--- config.mk ---
export PLATFORM = sky130hd
export DESIGN_NAME = bcd_convert_sequencer
export DESIGN_NICKNAME = d
export VERILOG_FILES = /design/src/rtl/bcd_convert_sequencer.sv
export SDC_FILE = /design/constraint.sdc
export NUM_CORES = 1
export LEC_CHECK = 0
export ABC_AREA = 1
export BUFFER_PORTS_ARGS = -buffer_cell sky130_fd_sc_hd__buf_4
export CAP_MARGIN = 15
export CORE_ASPECT_RATIO = 0.9
export CORE_MARGIN = 2
export CORE_UTILIZATION = 30
export CTS_CLUSTER_DIAMETER = 100
export CTS_CLUSTER_SIZE = 20
export DETAILED_ROUTE_END_ITERATION = 10
export PLACE_DENSITY_LB_ADDON = 0.08
export SYNTH_ARGS = -nofsm -noshare
export SYNTH_HDL_FRONTEND = slang
export SYNTH_SLANG_ARGS = --single-unit
--- constraint.sdc ---
create_clock -name CLOCK_50 -period 1.3 [get_ports CLOCK_50]
set_clock_uncertainty 0.2 [all_clocks]
set_input_delay 0.065 -clock CLOCK_50 [delete_from_list [all_inputs] [get_ports CLOCK_50]]
set_output_delay 0.065 -clock CLOCK_50 [all_outputs]
set_load 0.02 [all_outputs]
--- src/rtl/bcd_convert_sequencer.sv ---
// Multi-cycle double-dabble binary-to-BCD converter with start/busy/done handshake.
// Optional leading-zero blanking of the loaded result when BCD_BLANK_EN is defined.
module bcd_convert_sequencer #(
    parameter int WIDTH  = 7,
    parameter int DIGITS = 3
) (
    input  logic                  CLOCK_50,
    input  logic                  RESETN,
    input  logic                  start,
    input  logic [WIDTH-1:0]      bin_in,
    output logic                  busy,
    output logic                  done,
    output logic [4*DIGITS-1:0]   bcd_out,
    output logic                  overflow
);

    localparam int BW = 4 * DIGITS;
    localparam int CW = $clog2(WIDTH + 1);

    typedef enum logic [1:0] {IDLE, SHIFT, DONE} state_t;

    state_t               state;
    logic [BW-1:0]        bcd_acc;
    logic [WIDTH-1:0]     bin_sh;
    logic                 ovf_acc;
    logic [CW-1:0]        cnt;

    logic [BW-1:0]        corr;
    logic [BW+WIDTH-1:0]  shifted;

    // Add-3 correction on every digit >= 5, then one left shift of the scratch pair.
    always_comb begin
        corr = bcd_acc;
        for (int k = 0; k < DIGITS; k++) begin
            if (bcd_acc[4*k +: 4] >= 4'd5)
                corr[4*k +: 4] = bcd_acc[4*k +: 4] + 4'd3;
        end
        shifted = {corr[BW-2:0], bin_sh, 1'b0};
    end

`ifdef BCD_BLANK_EN
    function automatic logic [BW-1:0] blank_lz(input logic [BW-1:0] v);
        logic lead;
        lead     = 1'b1;
        blank_lz = v;
        for (int k = DIGITS - 1; k >= 1; k--) begin
            if (lead && v[4*k +: 4] == 4'd0)
                blank_lz[4*k +: 4] = 4'hF;
            else
                lead = 1'b0;
        end
    endfunction
`endif

    always_ff @(posedge CLOCK_50 or negedge RESETN) begin
        if (!RESETN) begin
            state    <= IDLE;
            busy     <= 1'b0;
            done     <= 1'b0;
            bcd_out  <= '0;
            overflow <= 1'b0;
            bcd_acc  <= '0;
            bin_sh   <= '0;
            ovf_acc  <= 1'b0;
            cnt      <= '0;
        end else begin
            done <= 1'b0;
            case (state)
                IDLE: begin
                    if (start) begin
                        bin_sh  <= bin_in;
                        bcd_acc <= '0;
                        ovf_acc <= 1'b0;
                        cnt     <= '0;
                        busy    <= 1'b1;
                        state   <= SHIFT;
                    end
                end
                SHIFT: begin
                    bcd_acc <= shifted[BW+WIDTH-1:WIDTH];
                    bin_sh  <= shifted[WIDTH-1:0];
                    // The top corrected bit is lost from the accumulator: that is overflow.
                    ovf_acc <= ovf_acc | corr[BW-1];
                    cnt     <= cnt + 1'b1;
                    if (cnt == CW'(WIDTH - 1))
                        state <= DONE;
                end
                DONE: begin
`ifdef BCD_BLANK_EN
                    bcd_out <= ovf_acc ? bcd_acc : blank_lz(bcd_acc);
`else
                    bcd_out <= bcd_acc;
`endif
                    overflow <= ovf_acc;
                    done     <= 1'b1;
                    busy     <= 1'b0;
                    state    <= IDLE;
                end
                default: state <= IDLE;
            endcase
        end
    end

endmodule

=== Word-level counts from Yosys, hierarchy flattened ===
Index checks and enable logic that the tools add are counted.

* Add/sub/neg operators: 4
* Multiply operators: 0
* Divide/modulo/power cells: 0
* $lt $le $gt $ge: 3
* Eq/ne operators: 5
* Shift operators: 0
* Mux-type cells: 17
* Bitwise gates (word level): 1
* Reductions and logical operators: 6

{| class="wikitable"
|+ Operator list
! operator !! number
|-
| case mux 12 bit (2 select lines) || 1
|-
| case mux 7 bit (2 select lines) || 1
|-
| adder 4 x 2 -> 4 bit, second input constant || 3
|-
| greater-or-equal comparator 4 x 3 -> 1 bit, second input constant || 3
|-
| 2-to-1 mux 12 bit || 1
|-
| 2-to-1 mux 4 bit || 3
|-
| 2-to-1 mux 7 bit || 1
|-
| case mux 3 bit (2 select lines) || 1
|-
| AND reduction 2 bit || 3
|-
| 2-to-1 mux 2 bit || 2
|-
| != test 2 bit, second input constant || 2
|-
| case mux 1 bit (2 select lines) || 2
|-
| case mux 2 bit (2 select lines) || 1
|-
| nonzero test 2 bit || 2
|-
| adder 3 x 1 -> 3 bit, second input constant || 1
|-
| == test 3 bit, second input constant || 1
|-
| 2-to-1 mux 1 bit || 3
|-
| 2-to-1 mux 3 bit || 1
|-
| == test 2 x 1 -> 1 bit, second input constant || 1
|-
| == test 2 bit, second input constant || 1
|-
| logical NOT 2 bit || 1
|-
| bitwise OR 1 bit || 1
|}

* Flip-flop bits (word level): 40
* Bits in latches: 0
* Bits in writable memories: 0
* Memory bits (read-only): 0
* Bits of input ports: 10
* Output and inout port bits: 15
* Logic and storage cells: 45
* Memories kept: 0

=== Depth between registers and ports, before layout ===
Gate-level depths: netlist of the first run.

* Word-level depth: 4
* Depth in mapped cells: 8
* Mapped depth without buffers: 8

=== Worst setup path after synthesis of the first run ===
OpenSTA, ideal clock, no wires.

* Path kind: register -> register
* Start: register bcd_acc[8]
* End: register ovf_acc
* Library setup time: 126 ps
* Arrival time: 1020 ps
* Required time: 974 ps
* Path slack: -46 ps
* Stages on the path, launching flop included: 8
* Buffers on the path: 0
* Period minus slack after synthesis: 1346 ps
* Path through: dfrtp_1 -> inv_1 -> ha_1 -> inv_1 -> nand2_1 -> nand3_1 -> nand2_1 -> o21ai_0

* Word-level cells in the longest chain between the ends: 4
* Elaborated cells on any way between the ends: 5
* Those cells by class: 1 x add/sub; 1 x order compare; 2 x mux; 1 x bitwise

{| class="wikitable"
|+ RTL lines
! item !! RTL line !! text
|-
| start, declared || 23 || <nowiki>logic [BW-1:0] bcd_acc;</nowiki>
|-
| start signal, assigned || 80 || <nowiki>bcd_acc <= shifted[BW+WIDTH-1:WIDTH];</nowiki>
|-
| adder 4 x 2 -> 4 bit or greater-or-equal comparator 4 x 3 -> 1 bit (tied branches) || 36, 35 ||
|-
| 2-to-1 mux 4 bit (*) || 35 || <nowiki>if (bcd_acc[4*k +: 4] >= 4'd5)</nowiki>
|-
| bitwise OR 1 bit (*) || 83 || <nowiki>ovf_acc <= ovf_acc | corr[BW-1];</nowiki>
|-
| case mux 1 bit (2 select lines) (*) || 68 || <nowiki>case (state)</nowiki>
|-
| end signal, assigned || 83 ||
|-
| end, declared || 25 || <nowiki>logic ovf_acc;</nowiki>
|}

Mark *: on every way between the ends. The rest lies on a longest branch, timed or not.
A chain may end at the register's enable or synchronous reset.

=== Worst setup path in the final report of the first run ===
* Start: register bcd_acc[4]
* End: register bcd_acc[5]

* Word-level cells in the longest chain between the ends: 3
* Elaborated cells on any way between the ends: 4
* Those cells by class: 1 x add/sub; 1 x order compare; 2 x mux

{| class="wikitable"
|+ RTL lines
! item !! RTL line
|-
| adder 4 x 2 -> 4 bit or greater-or-equal comparator 4 x 3 -> 1 bit (tied branches) || 36, 35
|-
| 2-to-1 mux 4 bit (*) || 35
|-
| case mux 12 bit (2 select lines) (*) || 68
|}

Marked as above.

==> results of run 1 <==
cells by family after synthesis:
logic type | synth area share (%)
buffers and inverters | 6.27
AO/OA/AOI/OAI | 12.0
adder cells (fa/ha/maj) | 5.17
AND/OR/NAND/NOR | 24.8
flip-flops | 51.7
routing by layer:
metal	up-vias	wire length [um]	share of wire [%]	global-route usage, %
li1	840	-	-	-
met1	749	2100	50	17.7
met2	29	1900	45	19.6
met3	6	151	3.6	3.39
met4	0	55	1.3	5.00
met5	-	0	0	0
final cells by class:
| cell class | instances | share of cell area [%] |
|---|---|---|
| Timing Repair Buffer | 55 | 16.4 |
| Inverter | 20 | 3.58 |
| Clock inverter | 1 | 0.179 |
| Multi-Input combinational cell | 155 | 37.6 |
| Tap cell | 87 | 3.89 |
| Clock buffer | 6 | 2.59 |
| Sequential cell | 40 | 35.9 |
timing repair:
action	in CTS	in global routing
gates resized for setup	30	50
hold endpoints to repair	50	0
hold buffers	9	0
gates cloned	0	0
setup buffers	5	4
pin swaps	9	17
setup endpoints to repair	35	29
worst paths after layout:
check	start	end	slack [ns]	depth (start not counted)
max	bcd_acc[4]	bcd_acc[5]	-0.03	8
max in group asynchronous	RESETN	state[0]	0.40	2
min reg2reg	busy	busy	0.28	2
min in group CLOCK_50	busy	busy	0.28	2
max reg2reg	bcd_acc[4]	bcd_acc[5]	-0.03	8
min	RESETN	bcd_out[0]	0.1	2
report_power, final:
group | total [W] | leakage [nW] | switching [W] | internal [W]
combinational | 0.00391 | 0.805 | 0.00214 | 0.00177
sequential | 0.00226 | 0.480 | 0.000458 | 0.00180
clock | 0.000802 | 0.0410 | 0.000436 | 0.000366
total | 0.00697 | 1.33 | 0.00303 | 0.00393
cells in the mapped netlist, types with 2 or more instances:
library cell / n / area, um2
nand2_1: 63 / 236
dfrtp_1: 40 / 1000
o21ai_0: 25 / 125
inv_1: 16 / 60.1
nand3_1: 16 / 80.1
nor2_1: 11 / 41.3
ha_1: 8 / 100
nand2_2: 8 / 50.1
a21oi_2: 6 / 52.6
nand4_1: 6 / 37.5
o21ai_1: 4 / 20.0
inv_2: 3 / 11.3
a21oi_1: 2 / 10.0
buf_2: 2 / 10.0
nand2_4: 2 / 22.5
through the flow:
step / utilization, % / hold WS [ns] / setup TNS, ns
after floorplan: - / -0.431 / 0
after global placement: 37.1 / -0.108 / -1.54
after detailed placement: 37.1 / -0.110 / -1.14
after CTS: 42.0 / 0.113 / -0.0104
after global routing: 45.3 / 0.164 / -1.36
final: 45.3 / 0.0963 / -0.182
sequential cells by signal, summed over array words and instances, names as in the netlist, 2 cells and up:
signal,cells
bcd_acc,12
bcd_out,12
bin_sh,7
cnt,3
state,2
==> qor.csv, run 1 <==
metric,value,unit
Synth Register Bits,40,
"commonest non-fill, non-tap cell in the layout",nand2_1,
max_cap viols,0,
core area,6180,um2
Final WS setup,-0.0296,ns
placed insts,340,
worst slew pin tran,0.526,ns
Starting Density,31.3,%
initial antenna violation count,0,
register area share after synthesis,51.7,%
"Slowest-stage cell, CP",dfrtp_1,
CTS root buf,clkbuf_8,
Cell variety after synth,23,
syn nets,238,
failing checks,setup timing,
Avg WL per Cell,11.6,um
CTS tree,done,
asr flop ratio synth,100,%
crit-path leading delay family,flip-flops,
Port Buffers,24,
Final Cycle Share,102,%
multi-input logic area,1050,um2
gr usage total,13.0,%
DIE AREA,7110,um2
via count,1624,
Final Hold Viols,0,
max-slew violations,0,
FMAX,752,MHz
worst min-delay path category,input port to asynchronous set/reset pin,
most frequent cells in the layout,"52 x nand2_1, 41 x buf_4, 38 x dfrtp_1",
WS Path Type,flip-flop to flip-flop,
Die Y-Extent,80.2,um
unrepaired setup endpoints after global routing,true,
Finished Layout Cells,364,
CP Data Required Time,1.29,ns
CP cell instances,inv_2 > ha_4 > inv_2 > nand2_4 > nand3_4 > nand2_1 > nand3_1 > nand2_1,
number of flops mapped to enable cells by yosys,0,
Crit Path Max Fanout,4,
pre-CTS setup slack,-0.108,ns
clock-pin slew on the worst setup and hold paths,0.08,ns
Yosys Warn Count,0,
PwrDens,2490,nW/um2
dpl cell area,2290,um2
placer's final routability congestion estimate,0.749,
DR iter-0 viols,84,
hpwl dp,2610,um
CTS H-tree lvls,2,
CTS sink cnt,40,
vias in the first global route,1521,
Max stage delay on crit path,0.41,ns
die width,88.6,um
normalized max-slew margin,64.9,%
Synth Instances,220,
Antenna Cells,0,
final instance area,2800,um2
Pwr Total,0.00697,W
Synth Flop Type,dfrtp_1,
"wirelength, routed",4210,um
first-pass GRT wire length,7120,um
via-per-instance ratio,4.46,
Max VDD drop,939,uV
run status,"finished, violations left",
Core Rows,27,
# IOs,25,
Antenna Violating Nets Remaining,0,
Fill cells,623,
DRC violations left,0,
Layout area overhead,44.7,%
grt ovf,0,
Critical Path Start Type,flip-flop,
Mean Syn Cell Area,8.79,um2
min Tclk post-route,1.33,ns
nets,295,
share of post-route cells with drive strength above 1,43.0,%
final setup fails,14,
latest clock arrival within the worst-skew pair,0.29,ns
largest net degree at the start of global routing,41,
CTS buffer count,5,
Buf/Inv on CP,2,
Leakage Power,1.33,nW
drt pass-1 iters,4,
Netlist Area Pre-Place,1930,um2
nature of the critical path endpoint,flip-flop,
Longest Clk Path Bufs,2,
Register Area,1000,um2
CP Data Arrival Time,1.32,ns
Power figures use the tool's default switching activity.
==> run 2, diff against run 1 <==
- CORE_UTILIZATION: 30 -> 47
==> run 2 against run 1 <==
Compared with the run above: the run still ends with setup timing left; power increased by 0.82%; final area about the same; sequential share of layout area about the same; global-route usage increased by 6.9 points; worst setup slack got worse by 0.052 ns; critical endpoint is now bcd_acc[4]; largest power group unchanged; highest routed layer unchanged.
==> qor.csv, run 2 (synthesized netlist as in run 1, its figures left out) <==
metric,value,unit,change
run status,"finished, violations left",,
failing checks,setup timing,,
placer's final routability congestion estimate,0.831,,+11%
Layout area overhead,44.6,%,about the same
first-pass GRT wire length,7110,um,-0.18%
"wirelength, routed",4470,um,+6.3%
CTS tree,done,,
CTS H-tree lvls,2,,unchanged
latest clock arrival within the worst-skew pair,0.29,ns,about the same
DIE AREA,4650,um2,-35%
most frequent cells in the layout,"45 x nand2_1, 43 x buf_4, 38 x dfrtp_1",,
grt ovf,0,,unchanged
Antenna Violating Nets Remaining,0,,unchanged
Top Registers,"bcd_acc (12), bcd_out (12), bin_sh (7)",,
CP Data Required Time,1.28,ns,about the same
multi-input logic area,1030,um2,-1.8%
WS Path Type,flip-flop to flip-flop,,
CP Data Arrival Time,1.36,ns,+0.04 ns
via count,1644,,+1.2%
nets,303,,+2.7%
Die Y-Extent,64.9,um,-19%
Final Hold Viols,0,,unchanged
Register Area,1000,um2,unchanged
nature of the critical path endpoint,flip-flop,,
Critical Path Start Type,flip-flop,,
DR iter-0 viols,141,,+68%
PwrDens,2510,nW/um2,+0.86%
gr usage total,19.9,%,+6.9 points
unrepaired setup endpoints after global routing,true,,
Starting Density,48.1,%,+17 points
vias in the first global route,1552,,+2.0%
share of post-route cells with drive strength above 1,46.7,%,+3.7 points
FMAX,724,MHz,-3.7%
placed insts,302,,-11%
final setup fails,17,,+3
normalized max-slew margin,67.1,%,+2.1 points
Finished Layout Cells,333,,-8.5%
max_cap viols,0,,unchanged
drt pass-1 iters,4,,unchanged
Core Rows,22,,-19%
Longest Clk Path Bufs,2,,unchanged
Final Cycle Share,106,%,+4.0 points
via-per-instance ratio,4.94,,+11%
worst min-delay path category,input port to asynchronous set/reset pin,,
Antenna Cells,0,,unchanged
Avg WL per Cell,13.4,um,+16%
max-slew violations,0,,unchanged
Fill cells,313,,-50%
hpwl dp,2530,um,-3.0%
initial antenna violation count,0,,unchanged
Hold Slack,0.0856,ns,-0.0107 ns
"commonest non-fill, non-tap cell in the layout",nand2_1,,
min Tclk post-route,1.38,ns,+0.0516 ns
flop2flop setup slack,-0.08,ns,-0.05 ns
Final WS setup,-0.0813,ns,-0.0516 ns
Port Buffers,24,,unchanged
Leakage Power,1.34,nW,+1.4%
CTS sink cnt,40,,unchanged
core area,4020,um2,-35%
DRC violations left,0,,unchanged
die width,71.6,um,-19%
pre-CTS setup slack,-0.0847,ns,+0.0230 ns
clock-pin slew on the worst setup and hold paths,0.08,ns,about the same
largest net degree at the start of global routing,41,,unchanged
worst slew pin tran,0.494,ns,-0.0320 ns
CTS root buf,clkbuf_8,,
Max VDD drop,1180,uV,+26%
CTS buffer count,5,,unchanged
Crit Path Max Fanout,6,,+2
# IOs,25,,unchanged
[run 2: changes by cell type in the layout (fill, tap and decap cells not counted), moves of 3 or more]
cell,change
buf_6,+5
nand2_1,-7
nand2_2,+9
nor2_4,+3
[run 2: per-layer routing]
| layer | GRT usage [%] | up-vias | part of all wire [%] |
|---|---|---|---|
| li1 | - | 847 | - |
| met1 | 25.8 | 754 | 47 |
| met2 | 33.0 | 37 | 48 |
| met3 | 4.82 | 6 | 4.1 |
| met4 | 6.37 | 0 | 0.94 |
| met5 | 0 | - | 0 |
[run 2: cell type report]
type                            instances  share of cell area (%)
Clock buffer                            6                    2.59
Sequential cell                        40                    35.9
Clock inverter                          1                   0.179
Inverter                               20                    3.31
Multi-Input combinational cell        155                    36.9
Timing Repair Buffer                   61                    18.4
Timing Repair inverter                  2                   0.626
Tap cell                               48                    2.15
[run 2: stage by stage]
step / power, W / utilization [%] / TNS [ns] / instance area [um2]
3_3_place_gp: 0.00515 / 56.1 / -0.983 / 2250
3_5_place_dp: 0.00519 / 56.1 / -1.10 / 2250
6_report: 0.00702 / 69.6 / -0.587 / 2800
5_1_grt: 0.00760 / 69.6 / -1.74 / 2800
2_1_floorplan: 0.00421 / - / 0 / 1940
4_1_cts: 0.00634 / 63.5 / -0.196 / 2550
[run 2: critical path, cell delays in order (launching register included)]
cell      delay, ns
dfrtp_1        0.39
inv_2          0.12
nand2_4        0.12
nand2_8        0.12
buf_6          0.13
nor2_1         0.04
o21bai_1       0.14
[run 2: timing repair]
item	4_1_cts	5_1_grt
hold buffers	9	0
setup endpoints to repair	34	37
endpoints found under the hold margin	50	0
gates resized for setup	32	58
cloned	0	2
setup buffers	6	10
pin swaps	9	22
[run 2: where the power goes]
group | leakage (nW) | total [W] | internal (W) | switching [W]
combinational | 0.823 | 0.00396 | 0.00180 | 0.00217
clock | 0.0410 | 0.000782 | 0.000365 | 0.000417
sequential | 0.480 | 0.00228 | 0.00180 | 0.000478
[run 2: final timing paths]
kind                                 start          to  cells past startpoint
worst max-delay path              state[1]  bcd_acc[4]                      6
worst min-delay path                RESETN  bcd_out[8]                      2
worst max register to register    state[1]  bcd_acc[4]                      6
worst min register to register  bcd_out[7]  bcd_out[7]                      2
max in group asynchronous           RESETN    state[0]                      2
min in group CLOCK_50           bcd_out[7]  bcd_out[7]                      2
==> run 3, diff against run 2 <==
- CORE_UTILIZATION: 47 -> 35
==> run 3 against run 2 <==
Compared with the run above: the run still ends with setup timing left; register-to-register slack better by 0.03 ns; cell count is 5.1% higher; via count is 1.9% higher; final area is 0.49% higher; non-clock buffer count is 3 lower; hold slack better by 0.0042 ns; sequential share of layout area is 0.13 points lower.
==> qor.csv, run 3 (synthesized netlist as in run 1, its figures left out) <==
metric,value,unit,change
Top Registers,"bcd_acc (12), bcd_out (12), bin_sh (7)",,
die width,82.4,um,+15%
Crit Path Max Fanout,5,,-1
nature of the critical path endpoint,flip-flop,,
share of post-route cells with drive strength above 1,42.4,%,-4.3 points
largest net degree at the start of global routing,41,,unchanged
first-pass GRT wire length,7270,um,+2.3%
CTS sink cnt,40,,unchanged
final setup fails,13,,-4
run status,"finished, violations left",,
Critical Path Start Type,flip-flop,,
Final WS setup,-0.0516,ns,+0.0297 ns
CP Data Arrival Time,1.34,ns,-0.02 ns
unrepaired setup endpoints after global routing,true,,
met2 wire length,2090,um,-3.5%
DR iter-0 viols,69,,-51%
Die Y-Extent,74.5,um,+15%
wl on met1,2050,um,-1.5%
crit-path leading delay family,flip-flops,,
clock-pin slew on the worst setup and hold paths,0.08,ns,about the same
DRC violations left,0,,unchanged
nets,300,,-0.99%
WL met3,161,um,-11%
Final Hold Viols,0,,unchanged
grt ovf,0,,unchanged
Max VDD drop,976,uV,-17%
TNS Setup,-0.329,ns,+0.258 ns
worst min-delay path category,input port to asynchronous set/reset pin,,
vias in the first global route,1622,,+4.5%
PwrDens,2530,nW/um2,+0.70%
highest routed layer,met4,,
core area,5290,um2,+32%
"wirelength, routed",4370,um,-2.3%
CP cell instances,inv_4 > nand2_8 > nand2_8 > buf_6 > nor2_1 > o21bai_1,,
CTS root buf,clkbuf_8,,
Leakage Power,1.35,nW,+0.58%
CTS H-tree lvls,2,,unchanged
Buf/Inv on CP,2,,unchanged
drt pass-1 iters,4,,unchanged
Final Cycle Share,104,%,-2.3 points
normalized max-slew margin,65.4,%,-1.6 points
CTS tree,done,,
Avg WL per Cell,12.5,um,-7.0%
"commonest non-fill, non-tap cell in the layout",nand2_1,,
Finished Core Util,53.2,%,-16 points
min Tclk post-route,1.35,ns,-0.0297 ns
Max stage delay on crit path,0.41,ns,+0.02 ns
via count,1675,,+1.9%
initial antenna violation count,0,,unchanged
via-per-instance ratio,4.79,,-3.1%
FMAX,740,MHz,+2.2%
DIE AREA,6140,um2,+32%
Hold Slack,0.0898,ns,+0.00425 ns
latest clock arrival within the worst-skew pair,0.30,ns,about the same
CTS buffer count,5,,unchanged
Longest Clk Path Bufs,2,,unchanged
gr usage total,15.8,%,-4.1 points
max-slew violations,0,,unchanged
worst slew pin tran,0.519,ns,+0.0244 ns
Starting Density,36.6,%,-12 points
Port Buffers,24,,unchanged
WS Path Type,flip-flop to flip-flop,,
Antenna Violating Nets Remaining,0,,unchanged
CP Data Required Time,1.29,ns,about the same
"most used cell, CP",nand2_8,,
# IOs,25,,unchanged
failing checks,setup timing,,
Core Rows,25,,+14%
hpwl dp,2610,um,+2.9%
Layout area overhead,45.3,%,
placer's final routability congestion estimate,0.782,,-5.8%
max_cap viols,0,,unchanged
Antenna Cells,0,,unchanged
"Slowest-stage cell, CP",dfrtp_1,,
flop2flop setup slack,-0.05,ns,+0.03 ns
most frequent cells in the layout,"52 x nand2_1, 46 x buf_4, 37 x dfrtp_1",,
[run 3: through the flow]
step,worst slack (ns),instances,power [W],instance area (um2)
final,-0.0516,350,0.00711,2810
after CTS,-0.0345,348,0.00669,2660
after floorplan,0.000363,220,0.00421,1940
after global routing,-0.131,350,0.00778,2810
after detailed placement,-0.126,321,0.00520,2280
after global placement,-0.0818,321,0.00519,2280
[run 3: cell type report]
cell class              instances  area, um2
clock inverters                 2       35.0
well taps                      67       83.8
clock buffers                   6       72.6
flip-flops and latches         40       1000
repair inverters                1       6.26
inverters                      20        100
fillers                       499       2470
repair buffers                 58        478
multi-input cells             156       1030
[run 3: layer usage]
metal / GRT usage [%] / vias up
met3: 3.64 / 7
li1: - / 846
met4: 6.11 / 0
met1: 20.8 / 794
met5: 0 / -
met2: 25.5 / 28
[run 3: where the power goes]
group          total (W)  switching, W  internal [W]
sequential       0.00225      0.000449       0.00180
clock            0.00101      0.000441      0.000570
combinational    0.00385       0.00212       0.00173
[run 3: final timing paths]
path | end | depth (start not counted) | start
max | bcd_acc[4] | 6 | state[1]
min | bin_sh[2] | 2 | RESETN
max reg2reg | bcd_acc[4] | 6 | state[1]
min reg2reg | overflow | 2 | overflow
max in group asynchronous | bcd_acc[0] | 2 | RESETN
min in group CLOCK_50 | overflow | 2 | overflow
[run 3: repair_timing]
action,in CTS,in global routing
pin swaps,9,15
gates cloned,1,1
gates resized for setup,30,38
buffers inserted,9,2
hold buffers,9,0
hold endpoints to repair,52,0
setup endpoints to repair,34,34
